==> src/rtl/jk_bank_driver_if.sv <==
// Request/drive/feedback bundle between a requester, jk_bank_driver and an external JK flop bank.
interface jk_bank_driver_if #(
  parameter int unsigned WIDTH = 4
);
  logic             req;
  logic [WIDTH-1:0] target;
  logic [WIDTH-1:0] q_fb;
  logic [WIDTH-1:0] j;
  logic [WIDTH-1:0] k;
  logic             busy;
  logic             ack;
  logic             err;

  modport master (
    output req, target, q_fb,
    input  j, k, busy, ack, err
  );

  modport slave (
    input  req, target, q_fb,
    output j, k, busy, ack, err
  );
endinterface

==> src/rtl/jk_bank_driver.sv <==
// Drives a bank of external JK flops to a requested value, checking the fed-back Q and
// re-driving up to MAX_RETRY times before flagging an error.
module jk_bank_driver #(
  parameter int unsigned WIDTH       = 4,
  parameter int unsigned MAX_RETRY   = 3,
  parameter int unsigned TOGGLE_MODE = 0
) (
  input logic               clk,
  input logic               rst_n,
  jk_bank_driver_if.slave   bus
);

  localparam int unsigned CntW = (MAX_RETRY > 0) ? $clog2(MAX_RETRY + 1) : 1;
  localparam logic [CntW-1:0] MaxCnt = CntW'(MAX_RETRY);

  typedef enum logic [2:0] {StIdle, StCalc, StApply, StCheck, StDone} state_e;

  state_e           state_q, state_d;
  logic [WIDTH-1:0] tgt_q, tgt_d;
  logic [CntW-1:0]  retry_q, retry_d;
  logic [WIDTH-1:0] j_q, j_d, k_q, k_d;
  logic             busy_q, busy_d;
  logic             ack_q, ack_d;
  logic             err_q, err_d;
  logic [WIDTH-1:0] exc_j, exc_k;

  // Excitation: bits already at target always get j=k=0 (hold) in both modes.
  if (TOGGLE_MODE != 0) begin : g_toggle
    assign exc_j = bus.q_fb ^ tgt_q;
    assign exc_k = bus.q_fb ^ tgt_q;
  end else begin : g_setreset
    assign exc_j = ~bus.q_fb & tgt_q;
    assign exc_k = bus.q_fb & ~tgt_q;
  end

  always_comb begin
    state_d = state_q;
    tgt_d   = tgt_q;
    retry_d = retry_q;
    err_d   = err_q;
    j_d     = '0;
    k_d     = '0;
    ack_d   = 1'b0;
    busy_d  = 1'b1;
    unique case (state_q)
      StIdle: begin
        busy_d = 1'b0;
        if (bus.req) begin
          tgt_d   = bus.target;
          retry_d = '0;
          err_d   = 1'b0;
          state_d = StCalc;
          busy_d  = 1'b1;
        end
      end
      StCalc: begin
        j_d     = exc_j;
        k_d     = exc_k;
        state_d = StApply;
      end
      StApply: begin
        state_d = StCheck;
      end
      StCheck: begin
        if (bus.q_fb == tgt_q) begin
          state_d = StDone;
          ack_d   = 1'b1;
        end else if (retry_q < MaxCnt) begin
          retry_d = retry_q + CntW'(1);
          state_d = StCalc;
        end else begin
          err_d   = 1'b1;
          state_d = StDone;
          ack_d   = 1'b1;
        end
      end
      StDone: begin
        state_d = StIdle;
        busy_d  = 1'b0;
      end
      default: begin
        state_d = StIdle;
        busy_d  = 1'b0;
      end
    endcase
  end

  always_ff @(posedge clk or negedge rst_n) begin
    if (!rst_n) begin
      state_q <= StIdle;
      tgt_q   <= '0;
      retry_q <= '0;
      j_q     <= '0;
      k_q     <= '0;
      busy_q  <= 1'b0;
      ack_q   <= 1'b0;
      err_q   <= 1'b0;
    end else begin
      state_q <= state_d;
      tgt_q   <= tgt_d;
      retry_q <= retry_d;
      j_q     <= j_d;
      k_q     <= k_d;
      busy_q  <= busy_d;
      ack_q   <= ack_d;
      err_q   <= err_d;
    end
  end

  assign bus.j    = j_q;
  assign bus.k    = k_q;
  assign bus.busy = busy_q;
  assign bus.ack  = ack_q;
  assign bus.err  = err_q;

endmodule

==> src/flat_wrapper.sv <==
// flat-port wrapper written by rule: the top's interface ports become plain ports
module jk_bank_driver_flat 
#(
  parameter int unsigned WIDTH       = 4,
  parameter int unsigned MAX_RETRY   = 3,
  parameter int unsigned TOGGLE_MODE = 0
)
  (clk, rst_n, bus_req, bus_target, bus_q_fb, bus_j, bus_k, bus_busy, bus_ack, bus_err);
  jk_bank_driver_if #(.WIDTH(WIDTH)) bus_i ();
  input logic clk;
  input logic rst_n;
  input wire logic [$bits(bus_i.req)-1:0] bus_req;
  input wire logic [$bits(bus_i.target)-1:0] bus_target;
  input wire logic [$bits(bus_i.q_fb)-1:0] bus_q_fb;
  output wire logic [$bits(bus_i.j)-1:0] bus_j;
  output wire logic [$bits(bus_i.k)-1:0] bus_k;
  output wire logic [$bits(bus_i.busy)-1:0] bus_busy;
  output wire logic [$bits(bus_i.ack)-1:0] bus_ack;
  output wire logic [$bits(bus_i.err)-1:0] bus_err;
  assign bus_i.req = bus_req;
  assign bus_i.target = bus_target;
  assign bus_i.q_fb = bus_q_fb;
  assign bus_j = bus_i.j;
  assign bus_k = bus_i.k;
  assign bus_busy = bus_i.busy;
  assign bus_ack = bus_i.ack;
  assign bus_err = bus_i.err;
  jk_bank_driver #(.WIDTH(WIDTH), .MAX_RETRY(MAX_RETRY), .TOGGLE_MODE(TOGGLE_MODE)) u_core (.clk(clk), .rst_n(rst_n), .bus(bus_i));
endmodule
==> config.mk <==
export PLATFORM = sky130hd
export DESIGN_NAME = jk_bank_driver_flat
export DESIGN_NICKNAME = d
export VERILOG_FILES = /design/src/rtl/jk_bank_driver_if.sv /design/src/rtl/jk_bank_driver.sv /design/src/flat_wrapper.sv
export SDC_FILE = /design/constraint.sdc
export NUM_CORES = 1
export LEC_CHECK = 0
export BUFFER_PORTS_ARGS = -buffer_cell sky130_fd_sc_hd__clkbuf_2
export CORE_MARGIN = 10
export CORE_UTILIZATION = 50
export DETAILED_ROUTE_END_ITERATION = 6
export PLACE_DENSITY = 0.76
export SLEW_MARGIN = 10
export SYNTH_ARGS = -nofsm -noshare
export SYNTH_HDL_FRONTEND = slang
export SYNTH_SLANG_ARGS = --single-unit
==> constraint.sdc <==
create_clock -name clk -period 4.24 [get_ports clk]
set_input_delay 0 -clock clk [delete_from_list [all_inputs] [get_ports clk]]
set_output_delay 0 -clock clk [all_outputs]
set_load 0.1 [all_outputs]
==> impl_metrics.tcl <==
set metrics [dict create \
    floorplan.initialDensity 0.5201 \
    ff2ff_path_depth 3 \
    htree_levels 1 \
    drive_gt1_frac 0.2816 \
    antenna_left 0 \
    power_mw 0.7949 \
    num_rows 15 \
    maxSlewHeadroom 0.4681 \
    mostFrequentLayoutCells "clkbuf_2 (21), dfrtp_1 (20), inv_1 (11)" \
    gr-usage-all-layers 0.09228 \
    avgSynthCellArea_um2 11.84 \
    grt_first_pass_wirelength_um 2856 \
    end_kind "register" \
    cts_buffers 3 \
    cts_buffer_depth 2 \
    setup_viol 0 \
    hold_violations 0 \
    cts_tree "done" \
    preCtsSetupSlack_ns 2.529 \
    die_w_um 62.15 \
    grt_pass1_vias 625 \
    irDropWorstVdd_mv 0.4141 \
    ys_warn_count 0 \
    finClkSkew_ns 0.003148 \
    post-cts-setup-buffer-count 0 \
    vias 598 \
    clkTransAtPathRegs_ns 0.10 \
    grt.overflow.total 0 \
    wl_met1_um 636 \
    synth_cell_types 21 \
    period_needed_ns 1.709 \
    syn_inst 75 \
    synth-seq-cells 20 \
    min_from "bus_req" \
    synth_top_area_frac 0.5634 \
    cts_num_sinks 20 \
    dr.pass1.iters 4 \
    fillCellCount 150 \
    root_buffer "clkbuf_4" \
    fin_crit_sh 0.4031 \
    hold_ws_ns 0.01468 \
    layout_setup_ws_ns 2.531 \
    drt-initial-drc-count 6 \
    leakage_nw 0.5761 \
    min_path_cells 3 \
    critical_path_class "reg2reg" \
    drv_cap 0 \
    min_to "u_core.bus.busy" \
    rsz0062_at_grt "false" \
    final_core_util 0.6396 \
    critPathLaunchType "register" \
    synth_nets 95 \
    synth.largest_area_cell "dfrtp_1" \
    routed-wl-met3_um 140 \
    io_pins 22 \
    synth_area_leaders "dfrtp_1 (56%), ha_1 (13%), and2_1 (5.6%)" \
    die_area_mm2 0.003863 \
    clkLatencyLatePin_ns 0.30 \
    drc 0 \
    grt_max_degree 21 \
    gp_congestion 0.7145 \
    slew_violations 0 \
    diodes 0 \
    synth-seq-area-share 0.5634 \
    via_per_inst 4.672 \
    cp.arrival_ns 1.91 \
    dp_cells 120 \
    wl_um 1600 \
    status "finished clean" \
    required_ns 4.44 \
    core-area_mm2 0.001708 \
    antenna_found_initial 0 \
    stdcell_count 128 \
    placed_area_mm2 0.001020 \
    r2r_slack_ns 2.53 \
    routed.top_layer "met4" \
    dr_wl_met2_um 779 \
    timing.rr.end "u_core.retry_q[1]" \
    dpl.hpwl_um 1230 \
    worst_pin_slew_ns 0.7958 \
    p_per_area_mw_per_mm2 727.7 \
    fmax_ghz 0.5851 \
    port_buffers 21 \
    final_area_mm2 0.001092 \
    wl_per_cell_um 12.50 \
    area_delta_synth_final_pct 22.96 \
    fin_tns_setup_ns 0 \
    r2r-start "u_core.state_q[0]" \
    synth.cell_area_um2 888.4 \
    path_max_fanout 11 \
    hold_class "in2reg" \
    die_y_um 62.15 \
    nNetsFinal 125 \
    final_common_cell "clkbuf_2" \
]
[sequential cells by signal, indices dropped and copies added, names as in the netlist]
signal	count
u_core.bus.k	4
u_core.bus.busy	1
u_core.bus.j	4
u_core.state_q	3
u_core.bus.ack	1
u_core.tgt_q	4
u_core.retry_q	2
u_core.bus.err	1
[area by class of cell]
| type | count | area (um^2) | share of cell area |
|---|---|---|---|
| inverters | 11 | 41.29 | 0.03780 |
| well taps | 25 | 31.28 | 0.02864 |
| multi-input cells | 43 | 341.6 | 0.3127 |
| repair buffers | 26 | 155.1 | 0.1420 |
| flip-flops and latches | 20 | 500.5 | 0.4582 |
| clock buffers | 3 | 22.52 | 0.02062 |
[worst max-delay path by stage]
| stage | from | endpoint | slack [ns] | cells after the start |
|---|---|---|---|---|
| after floorplan | u_core.tgt_q[2] | u_core.retry_q[1] | 2.72 | 4 |
| after global placement | u_core.state_q[0] | u_core.retry_q[1] | 2.62 | 3 |
| after detailed placement | u_core.state_q[0] | u_core.retry_q[1] | 2.53 | 3 |
| after CTS | u_core.state_q[0] | u_core.retry_q[1] | 2.50 | 3 |
| after global routing | u_core.state_q[0] | u_core.retry_q[1] | 2.34 | 3 |
| final | u_core.state_q[0] | u_core.retry_q[1] | 2.53 | 3 |
[logic make-up after synthesis]
family	count (synthesis)	share of synthesized area
compound gates	6	0.04085
xor+xnor	1	0.009861
fa+ha+maj	9	0.1268
buf+inv	12	0.05211
flops	20	0.5634
mux	2	0.02394
simple gates	25	0.1831
[Yosys cell counts]
master,count
xnor2_1,1
mux2_2,1
ha_1,9
o21a_1,1
nand3b_2,1
nor3_4,1
nor3_1,1
and4_1,1
nor4b_2,1
nand2_1,4
o32ai_1,1
nand2b_1,1
nor3_2,1
dfrtp_1,20
nor2_1,5
nor2b_1,1
o21ai_0,4
inv_1,11
mux2i_1,1
buf_2,1
and2_1,8
[report_power, final]
part / internal [mW] / switching (mW) / leakage (nW) / total, mW
registers: 0.257 / 0.0435 / 0.258 / 0.300
logic: 0.104 / 0.305 / 0.304 / 0.408
clock network: 0.0332 / 0.0531 / 0.0138 / 0.0863
total: 0.394 / 0.401 / 0.576 / 0.795
[layer usage]
layer / vias up / track usage
met3: 5 / 0.04122
met1: 280 / 0.09062
li1: 296 / -
met5: - / 0
met4: 0 / 0.06000
met2: 17 / 0.1538
[worst max-delay path: stages, from the launching register on]
cell and delay (ns):
dfrtp_1 0.46, nor4b_2 0.75, nor2b_1 0.11, mux2_2 0.29
[repair_timing]
item,4_1_cts,5_1_grt
gates resized for setup,0,0
setup endpoints to repair,0,0
hold buffers,5,0
endpoints found under the hold margin,24,0
Note: power is estimated with default switching activity, not from simulation.
